**src/rtl/frame_reader_if.sv**
```systemverilog
`default_nettype none
// ============================================================================
//  Module   : frame_reader_if
//  Purpose  : Memory read port and pixel stream port of the frame reader.
//  Revision : 1.0 - initial release
// ============================================================================
interface frame_reader_if;
    logic        enable;
    logic        mem_req;
    logic [29:0] mem_addr;
    logic        mem_gnt;
    logic        mem_rvalid;
    logic [31:0] mem_rdata;
    logic        pix_valid;
    logic        pix_ready;
    logic [23:0] pix_data;
    logic        pix_sol;
    logic        pix_sof;
    logic        frame_done;

    // master: the frame reader itself; slave: memory plus pixel consumer
    modport master (
        input  enable, mem_gnt, mem_rvalid, mem_rdata, pix_ready,
        output mem_req, mem_addr, pix_valid, pix_data, pix_sol, pix_sof, frame_done
    );

    modport slave (
        output enable, mem_gnt, mem_rvalid, mem_rdata, pix_ready,
        input  mem_req, mem_addr, pix_valid, pix_data, pix_sol, pix_sof, frame_done
    );
endinterface
`default_nettype wire

```
**src/rtl/frame_reader.sv**
```systemverilog
`default_nettype none
// ============================================================================
//  Module   : frame_reader
//  Purpose  : Scans a frame buffer out of word memory into a tagged pixel stream.
//  Revision : 1.0 - initial release
// ============================================================================
module frame_reader #(
    parameter int          H_PIXELS   = 800,
    parameter int          V_LINES    = 600,
    parameter logic [29:0] FB_BASE    = 30'h04100000,
    parameter int          FIFO_DEPTH = 16
) (
    input  wire logic      clk,
    input  wire logic      rst,
    frame_reader_if.master bus
);
    localparam int                c_AW       = $clog2(FIFO_DEPTH);
    localparam int                c_CW       = c_AW + 1;
    localparam logic [9:0]        c_X_LAST   = 10'(H_PIXELS - 1);
    localparam logic [9:0]        c_Y_LAST   = 10'(V_LINES - 1);
    localparam logic [c_CW-1:0]   c_CNT_ONE  = c_CW'(1);
    localparam logic [c_CW-1:0]   c_CNT_FULL = c_CW'(FIFO_DEPTH);
    localparam logic [c_CW:0]     c_LVL_MAX  = (c_CW + 1)'(FIFO_DEPTH);
    localparam logic [c_AW-1:0]   c_PTR_ONE  = c_AW'(1);

    typedef enum logic [1:0] {
        IDLE  = 2'd0,
        FETCH = 2'd1,
        DRAIN = 2'd2
    } state_t;

    state_t          r_state;
    logic [9:0]      r_req_x, r_req_y;
    logic [9:0]      r_ret_x, r_ret_y;
    logic [c_CW-1:0] r_count, r_outst;
    logic [c_AW-1:0] r_wr_ptr, r_rd_ptr;
    // entry: {eof, sof, sol, rgb}
    logic [26:0]     r_fifo [FIFO_DEPTH];

    logic [c_CW:0]   w_level;
    logic            w_req, w_grant, w_push, w_pop, w_valid, w_frame_done;
    logic            w_ret_sol, w_ret_sof, w_ret_eof;
    logic [26:0]     w_head;
    logic            w_unused;

    // Requested plus in-flight words never exceed the FIFO, so a return always has a slot.
    assign w_level   = {1'b0, r_count} + {1'b0, r_outst};
    assign w_req     = (r_state == FETCH) && (w_level < c_LVL_MAX);
    assign w_grant   = w_req & bus.mem_gnt;
    assign w_valid   = (r_count != '0);
    assign w_push    = bus.mem_rvalid & (r_count != c_CNT_FULL);
    assign w_pop     = w_valid & bus.pix_ready;
    assign w_head    = r_fifo[r_rd_ptr];
    assign w_ret_sol = (r_ret_x == 10'd0);
    assign w_ret_sof = w_ret_sol && (r_ret_y == 10'd0);
    assign w_ret_eof = (r_ret_x == c_X_LAST) && (r_ret_y == c_Y_LAST);
    assign w_frame_done = w_pop & w_head[26];
    assign w_unused  = ^bus.mem_rdata[31:24];

    assign bus.mem_req    = w_req;
    assign bus.mem_addr   = FB_BASE + 30'({r_req_y, 10'd0}) + 30'(r_req_x);
    assign bus.pix_valid  = w_valid;
    assign bus.pix_data   = w_valid ? w_head[23:0] : 24'd0;
    assign bus.pix_sol    = w_valid & w_head[24];
    assign bus.pix_sof    = w_valid & w_head[25];
    assign bus.frame_done = w_frame_done;

    // Request side: the last grant wraps the counters so the next frame starts at FB_BASE.
    always_ff @(posedge clk or posedge rst) begin
        if (rst) begin
            r_state <= IDLE;
            r_req_x <= '0;
            r_req_y <= '0;
        end else begin
            unique case (r_state)
                IDLE: begin
                    if (bus.enable) begin
                        r_state <= FETCH;
                        r_req_x <= '0;
                        r_req_y <= '0;
                    end
                end
                FETCH: begin
                    if (w_grant) begin
                        if (r_req_x == c_X_LAST) begin
                            r_req_x <= '0;
                            if (r_req_y == c_Y_LAST) begin
                                r_req_y <= '0;
                                r_state <= DRAIN;
                            end else begin
                                r_req_y <= r_req_y + 10'd1;
                            end
                        end else begin
                            r_req_x <= r_req_x + 10'd1;
                        end
                    end
                end
                DRAIN: begin
                    if (w_frame_done) begin
                        r_state <= bus.enable ? FETCH : IDLE;
                        r_req_x <= '0;
                        r_req_y <= '0;
                    end
                end
                default: r_state <= IDLE;
            endcase
        end
    end

    always_ff @(posedge clk or posedge rst) begin
        if (rst) begin
            r_outst <= '0;
        end else begin
            unique case ({w_grant, bus.mem_rvalid})
                2'b10:   r_outst <= r_outst + c_CNT_ONE;
                2'b01:   r_outst <= r_outst - c_CNT_ONE;
                default: r_outst <= r_outst;
            endcase
        end
    end

    // Return-side position tags each word as it lands, independent of the request counters.
    always_ff @(posedge clk or posedge rst) begin
        if (rst) begin
            r_ret_x <= '0;
            r_ret_y <= '0;
        end else if (w_push) begin
            if (r_ret_x == c_X_LAST) begin
                r_ret_x <= '0;
                r_ret_y <= (r_ret_y == c_Y_LAST) ? 10'd0 : r_ret_y + 10'd1;
            end else begin
                r_ret_x <= r_ret_x + 10'd1;
            end
        end
    end

    always_ff @(posedge clk) begin
        if (w_push) begin
            r_fifo[r_wr_ptr] <= {w_ret_eof, w_ret_sof, w_ret_sol, bus.mem_rdata[23:0]};
        end
    end

    always_ff @(posedge clk or posedge rst) begin
        if (rst) begin
            r_wr_ptr <= '0;
            r_rd_ptr <= '0;
            r_count  <= '0;
        end else begin
            if (w_push) r_wr_ptr <= r_wr_ptr + c_PTR_ONE;
            if (w_pop)  r_rd_ptr <= r_rd_ptr + c_PTR_ONE;
            unique case ({w_push, w_pop})
                2'b10:   r_count <= r_count + c_CNT_ONE;
                2'b01:   r_count <= r_count - c_CNT_ONE;
                default: r_count <= r_count;
            endcase
        end
    end
endmodule
`default_nettype wire

```
**src/flat_wrapper.sv**
```systemverilog
// flat-port wrapper written by rule: the top's interface ports become plain ports
module frame_reader_flat 
#(
    parameter int          H_PIXELS   = 800,
    parameter int          V_LINES    = 600,
    parameter logic [29:0] FB_BASE    = 30'h04100000,
    parameter int          FIFO_DEPTH = 16
)
  (clk, rst, bus_enable, bus_mem_gnt, bus_mem_rvalid, bus_mem_rdata, bus_pix_ready, bus_mem_req, bus_mem_addr, bus_pix_valid, bus_pix_data, bus_pix_sol, bus_pix_sof, bus_frame_done);
  frame_reader_if bus_i ();
  input  wire logic clk;
  input  wire logic rst;
  input wire logic [$bits(bus_i.enable)-1:0] bus_enable;
  input wire logic [$bits(bus_i.mem_gnt)-1:0] bus_mem_gnt;
  input wire logic [$bits(bus_i.mem_rvalid)-1:0] bus_mem_rvalid;
  input wire logic [$bits(bus_i.mem_rdata)-1:0] bus_mem_rdata;
  input wire logic [$bits(bus_i.pix_ready)-1:0] bus_pix_ready;
  output wire logic [$bits(bus_i.mem_req)-1:0] bus_mem_req;
  output wire logic [$bits(bus_i.mem_addr)-1:0] bus_mem_addr;
  output wire logic [$bits(bus_i.pix_valid)-1:0] bus_pix_valid;
  output wire logic [$bits(bus_i.pix_data)-1:0] bus_pix_data;
  output wire logic [$bits(bus_i.pix_sol)-1:0] bus_pix_sol;
  output wire logic [$bits(bus_i.pix_sof)-1:0] bus_pix_sof;
  output wire logic [$bits(bus_i.frame_done)-1:0] bus_frame_done;
  assign bus_i.enable = bus_enable;
  assign bus_i.mem_gnt = bus_mem_gnt;
  assign bus_i.mem_rvalid = bus_mem_rvalid;
  assign bus_i.mem_rdata = bus_mem_rdata;
  assign bus_i.pix_ready = bus_pix_ready;
  assign bus_mem_req = bus_i.mem_req;
  assign bus_mem_addr = bus_i.mem_addr;
  assign bus_pix_valid = bus_i.pix_valid;
  assign bus_pix_data = bus_i.pix_data;
  assign bus_pix_sol = bus_i.pix_sol;
  assign bus_pix_sof = bus_i.pix_sof;
  assign bus_frame_done = bus_i.frame_done;
  frame_reader #(.H_PIXELS(H_PIXELS), .V_LINES(V_LINES), .FB_BASE(FB_BASE), .FIFO_DEPTH(FIFO_DEPTH)) u_core (.clk(clk), .rst(rst), .bus(bus_i));
endmodule
```
**config.mk**
```make
export PLATFORM = sky130hd
export DESIGN_NAME = frame_reader_flat
export DESIGN_NICKNAME = d
export VERILOG_FILES = /design/src/rtl/frame_reader_if.sv /design/src/rtl/frame_reader.sv /design/src/flat_wrapper.sv
export SDC_FILE = /design/constraint.sdc
export NUM_CORES = 1
export LEC_CHECK = 0
export ABC_AREA = 1
export CAP_MARGIN = 25
export CORE_MARGIN = 8
export CORE_UTILIZATION = 60
export DETAILED_ROUTE_END_ITERATION = 8
export PLACE_DENSITY_LB_ADDON = 0.25
export SLEW_MARGIN = 40
export SYNTH_ARGS = -nofsm -noshare
export SYNTH_HDL_FRONTEND = slang
export SYNTH_SLANG_ARGS = --single-unit
```
**constraint.sdc**
```tcl
create_clock -name clk -period 4.5 [get_ports clk]
set_input_delay 0.45 -clock clk [delete_from_list [all_inputs] [get_ports clk]]
set_output_delay 0.45 -clock clk [all_outputs]
set_load 0.02 [all_outputs]
```
# == Word-level counts from Yosys, hierarchy flattened ==
# Memory sizes are Yosys's and may differ from the RTL's.
# Cells that the tools add are included.
# op_classes
eq_ne,16
bitwise_logic,6
magnitude_cmp,1
reduce_logical,14
mux,23
add_sub_neg,13
# ops
op,n
two-way mux 10 bit,9
case mux 10 bit (3 select lines),2
adder 10 x 1 -> 10 bit (second input constant),4
== test 10 bit (second input constant),4
adder 30 x 10 -> 30 bit,1
adder 27 x 20 -> 28 bit (first input constant),1
two-way mux 24 bit,1
logical NOT 10 bit,2
case mux 5 bit (2 select lines),2
adder 5 x 1 -> 5 bit (second input constant),2
two-way mux 2 bit,5
AND reduction 5 bit,2
subtractor 5 x 1 -> 5 bit (second input constant),2
adder 4 x 1 -> 4 bit (second input constant),2
inequality test 2 bit (second input constant),4
adder 5 x 5 -> 6 bit,1
bitwise AND 1 bit,6
== test 2 x 1 -> 1 bit (second input constant),3
== test 2 bit (second input constant),3
< comparator 6 x 5 -> 1 bit (second input constant),1
case mux 2 bit (3 select lines),1
inequality test 5 bit (second input constant),1
nonzero test 5 bit,1
AND reduction 4 bit,1
7 further kinds,12
# word_totals
mem_bits_rw,432
reg_bits,60
word_cells,83
output_inout_bits,59
n_memories,1
# mem_list
memory,words,width,rd,rd_clocked_by_memory_dff,write_ports,line,source
u_core.r_fifo,16,27,1,0,1,frame_reader.sv:38,logic [26:0] r_fifo [FIFO_DEPTH];

# == Longest topological paths before layout ==
# logic_depth
ltp_word,6
depth_mapped,15
ltp_nobuf,15

# == Worst setup path before layout ==
# Ideal clock, no wire load.
# synth_timing
path_kind,reg-to-reg
startpoint,register u_core.r_ret_x[0]
endpoint,memory u_core.r_fifo[0][25] (data pin)
setup_ns,0.392
slack_ns,1.315
stages_incl_launch_ff,6
period_less_slack_ns,3.185
required_time_ns,4.108
path_buffers,0
arrival_time_ns,2.793
cell_sequence,dfrtp_1 -> inv_1 -> ha_1 -> nand4_1 -> nor4_1 -> nor4b_1
# synth_between
elab_chain_cells,2
# synth_lines
element,line,source
"start, declared",frame_reader.sv:34,"logic [9:0] r_ret_x, r_ret_y;"
"start signal, assigned",frame_reader.sv:132,r_ret_x <= r_ret_x + 10'd1;
logical NOT 10 bit,frame_reader.sv:54,assign w_ret_sol = (r_ret_x == 10'd0);
net u_core.w_ret_sol,frame_reader.sv:42,"logic w_ret_sol, w_ret_sof, w_ret_eof;"
logical AND 1 bit,frame_reader.sv:55,assign w_ret_sof = w_ret_sol && (r_ret_y == 10'd0);
net u_core.w_ret_sof,frame_reader.sv:42,
"end, declared",frame_reader.sv:38,
# The timed path passes the listed nets, and every way through them passes these cells.

# == Final worst setup path ==
# layout_timing
startpoint,register u_core.r_rd_ptr[0]
endpoint,output bus_pix_data[0]
# layout_between
elab_chain_cells,2
# layout_lines
element,line,source
"start, declared",frame_reader.sv:36,"logic [c_AW-1:0] r_wr_ptr, r_rd_ptr;"
"start signal, assigned",frame_reader.sv:150,if (w_pop) r_rd_ptr <= r_rd_ptr + c_PTR_ONE;
memory read (16 x 27 bit),--,
two-way mux 24 bit,frame_reader.sv:63,assign bus.pix_data = w_valid ? w_head[23:0] : 24'd0;
"end, declared",flat_wrapper.sv:21,output wire logic [$bits(bus_i.pix_data)-1:0] bus_pix_data;
# No other way between the ends.

==> impl_metrics.xml <==
<?xml version="1.0" encoding="UTF-8"?>
<metrics>
  <group name="clock_network">
    <metric name="clock_sinks" unit="">492</metric>
    <metric name="ctsRootBufferMaster" unit="">clkbuf_16</metric>
    <metric name="cts-root-to-sink-buffers" unit="">3</metric>
    <metric name="clkSlewWorstSetupHoldPaths" unit="ns">0.06</metric>
    <metric name="cts_inserted_buffers" unit="">48</metric>
    <metric name="cts_hold_repair.buffers" unit="">0</metric>
    <metric name="count_of_instances_resized_after_the_clock_tree_is_built" unit="">0</metric>
    <metric name="htree_levels" unit="">2</metric>
    <metric name="tritoncts" unit="">yes</metric>
    <metric name="worst_skew_pair_later_pin_latency" unit="ns">0.56</metric>
    <metric name="cts.repair_timing.setup_buffer_count" unit="">0</metric>
  </group>
  <group name="synth">
    <metric name="synth_area" unit="um2">20600</metric>
    <metric name="synth.distinct_cells" unit="">47</metric>
    <metric name="edff_count_synth" unit="">432</metric>
    <metric name="postSynth.topFlopCell" unit="">edfxtp_1</metric>
    <metric name="synth_largest_area_cell" unit="">edfxtp_1</metric>
    <metric name="share_of_flip_flops_with_an_asynchronous_set_or_reset_after_synthesis" unit="%">12.2</metric>
    <metric name="synth_top_area_share" unit="%">63.0</metric>
    <metric name="synth.yosys.warnings" unit="">0</metric>
    <metric name="avgSynthCellArea" unit="um2">12.2</metric>
    <metric name="synth.yosys.seq_area_share" unit="%">70.2</metric>
    <metric name="netlist_top_cells_area" unit="">edfxtp_1, dfrtp_1, o21ai_0</metric>
    <metric name="synth.ff_latch_count" unit="">492</metric>
    <metric name="netlist_instances" unit="">1696</metric>
  </group>
  <group name="drt">
    <metric name="dr.first_iter.drc_count" unit="">1391</metric>
    <metric name="drc_errors" unit="">0</metric>
    <metric name="ant_nets" unit="">0</metric>
    <metric name="detail_route.wirelength" unit="um">49200</metric>
    <metric name="post_drt_via_cell_ratio" unit="">6.13</metric>
    <metric name="detailroute.via_count" unit="">13900</metric>
    <metric name="wl_per_cell" unit="um">21.7</metric>
    <metric name="detail_route.first_pass.iterations" unit="">7</metric>
  </group>
  <group name="global_route">
    <metric name="antenna_found_initial" unit="">0</metric>
    <metric name="grt_pass1_wl" unit="um">76000</metric>
    <metric name="grtUsageTotal" unit="%">23.6</metric>
    <metric name="number_of_global_route_vias_before_repair" unit="">13700</metric>
    <metric name="total_congestion_overflow_after_global_routing" unit="">0</metric>
    <metric name="pin_count_of_the_biggest_net_entering_global_routing" unit="">219</metric>
  </group>
  <group name="setup_path">
    <metric name="critical_path.cell_chain" unit="">buf_12, buf_16, o21ai_0, o22ai_1, nor2_1, nor2_1, o21ai_1, a21oi_1, clkdlybuf4s50_1</metric>
    <metric name="critPathTopFamily" unit="">buffers and inverters</metric>
    <metric name="timing.reg2reg.setup_slack" unit="ns">1.55</metric>
    <metric name="critical_path.startpoint_type" unit="">flip-flop</metric>
    <metric name="critPathArrivalTime" unit="ns">3.46</metric>
    <metric name="cp_slowest_stage_delay" unit="ns">0.69</metric>
    <metric name="crit_path_top_delay_cell" unit="">clkdlybuf4s50_1</metric>
    <metric name="critPathBufInv" unit="">3</metric>
    <metric name="critical_path.endpoint_type" unit="">primary output</metric>
    <metric name="critPathMostFrequentCell" unit="">nor2_1</metric>
    <metric name="setup.worst_path.class" unit="">reg2out</metric>
    <metric name="critPathRequiredTime" unit="ns">4.05</metric>
    <metric name="timing.critical_path.fanout_max" unit="">124</metric>
  </group>
  <group name="final_layout">
    <metric name="filler_cell_count" unit="">2369</metric>
    <metric name="insertedDiodeCount" unit="">0</metric>
    <metric name="areaGrowthSynthToFinish" unit="%">14.4</metric>
    <metric name="multiInputGateArea" unit="um2">5480</metric>
    <metric name="final-seq-area" unit="um2">14500</metric>
    <metric name="fin_nets" unit="">1830</metric>
    <metric name="final_core_util" unit="%">68.9</metric>
    <metric name="drive_gt1_share" unit="%">7.92</metric>
  </group>
  <group name="die">
    <metric name="start_util" unit="%">60.3</metric>
    <metric name="die_y" unit="um">201</metric>
    <metric name="die_area" unit="um2">40500</metric>
    <metric name="die_width" unit="um">201</metric>
    <metric name="core_region" unit="um2">34200</metric>
    <metric name="row_count" unit="">68</metric>
    <metric name="num_ports" unit="">97</metric>
  </group>
  <group name="sta">
    <metric name="fin_crit_sh" unit="%">86.9</metric>
    <metric name="final-setup-viol-count" unit="">0</metric>
    <metric name="transition_time_at_the_pin_with_the_least_slew_margin" unit="ns">0.846</metric>
    <metric name="worst_clock_skew" unit="ns">0.0114</metric>
    <metric name="hold_violations" unit="">0</metric>
    <metric name="max_slew_margin" unit="%">43.5</metric>
    <metric name="clock.fmax" unit="GHz">0.256</metric>
    <metric name="timing_max_transition_violations_final" unit="">0</metric>
    <metric name="post-route-min-period" unit="ns">3.91</metric>
    <metric name="tns" unit="ns">0</metric>
    <metric name="setup_ws" unit="ns">0.589</metric>
    <metric name="setup_repair_after_global_routing_missed_its_margin" unit="">false</metric>
  </group>
  <group name="run_status">
    <metric name="status" unit="">complete, no violations</metric>
  </group>
  <group name="place">
    <metric name="place_ws" unit="ns">1.19</metric>
    <metric name="detailed_place_hpwl" unit="um">27000</metric>
    <metric name="port_buffers" unit="">78</metric>
    <metric name="gp_congestion" unit="">0.851</metric>
  </group>
  <group name="power_and_ir_drop">
    <metric name="power_density" unit="nW/um2">651</metric>
    <metric name="cellLeakagePower" unit="nW">8.26</metric>
    <metric name="peak_supply_drop" unit="mV">0.477</metric>
  </group>
  <group name="min_path">
    <metric name="hold_path.class" unit="">in2async</metric>
  </group>
  <group name="flow_run">
    <metric name="cap_violations" unit="">0</metric>
  </group>
</metrics>
==> sequential cells by signal, summed over array words and instances, names as in the netlist <==
| name | cells |
|---|---|
| u_core.r_ret_x | 10 |
| u_core.r_wr_ptr | 4 |
| u_core.r_req_x | 10 |
| u_core.r_rd_ptr | 4 |
| u_core.r_state | 2 |
| u_core.r_req_y | 10 |
| u_core.r_count | 5 |
| u_core.r_outst | 5 |
| u_core.r_ret_y | 10 |
| u_core.r_fifo | 432 |
==> layer usage <==
metal,vias up,GRT usage (%),wire length (um)
met1,6777,30.2,19100
met5,-,0,0
met3,109,3.55,3990
met2,651,40.5,24600
li1,6329,-,-
met4,0,8.66,1500
==> layout by cell type (no fill, tap or decap), types with 14 or more instances in the layout <==
| master | n |
|---|---|
| xor2_1 | 21 |
| clkbuf_16 | 49 |
| clkinv_1 | 17 |
| o21ai_0 | 228 |
| a21oi_1 | 38 |
| nor2_4 | 16 |
| nand4_1 | 27 |
| dfrtp_1 | 57 |
| buf_4 | 27 |
| nand2_1 | 134 |
| nor2_1 | 277 |
| nand3_1 | 76 |
| clkdlybuf4s50_1 | 78 |
| nor3_1 | 14 |
| o221ai_1 | 74 |
| inv_1 | 74 |
| ha_1 | 23 |
| o22ai_1 | 30 |
| edfxtp_1 | 432 |
==> logic make-up after synthesis <==
logic type | count (synthesis) | share of synthesized area (%)
xor gates and xnor gates | 23 | 0.978
adders and majority gates | 25 | 1.59
muxes | 1 | 0.0486
buffers and inverters | 187 | 4.01
AOI/OAI and AO/OA | 393 | 11.3
DFF | 492 | 70.2
other | 2 | 0.0364
and+or+nand+nor | 573 | 11.8
==> where the power goes <==
part           total (W)  internal, W  switching [W]
logic            0.00573      0.00196        0.00377
registers        0.00584      0.00554       0.000303
clock network    0.00377      0.00213        0.00165
==> per-stage QoR <==
stage / total power (W) / cells / cell area [um2] / hold slack [ns]
final: 0.0153 / 2261 / 23600 / 0.309
after CTS: 0.0153 / 2260 / 23500 / 0.393
after global placement: 0.0114 / 2170 / 22000 / 0.466
after detailed placement: 0.0116 / 2171 / 22100 / 0.487
after floorplan: 0.00946 / 1704 / 20600 / 0.448
after global routing: 0.0161 / 2261 / 23600 / 0.361
==> synth_stat cells (all sizes together), types with 3 or more instances <==
master	instances
clkinv	4
nor2	294
nand2	136
a21o	3
buf	54
xor2	21
nor3	15
nand4	29
a21oi	39
edfxtp	432
or2	3
inv	78
nor3b	6
nor4	7
o22ai	30
o21ai	238
clkbuf	51
nand3	77
ha	23
dfrtp	60
a31oi	4
o221ai	74
==> worst paths after layout <==
path / startpoint / end / cells after the start
setup / recovery: u_core.r_rd_ptr[0] / bus_pix_data[0] / 9
hold / removal: rst / u_core.r_req_y[0] / 2
setup reg to reg: u_core.r_rd_ptr[1] / u_core.r_req_x[7] / 11
hold reg to reg: u_core.r_outst[4] / u_core.r_outst[4] / 1
max in group asynchronous: rst / u_core.r_rd_ptr[0] / 3
min in group clk: u_core.r_outst[4] / u_core.r_outst[4] / 1
==> final cells by class <==
type	instances	area share [%]
Clock buffer	60	5.42
Sequential cell	492	61.4
Timing Repair Buffer	118	5.34
Clock inverter	29	0.817
Inverter	82	1.33
Tap cell	455	2.42
Multi-Input combinational cell	1025	23.2
No activity file was read; power rests on OpenSTA's default activity.
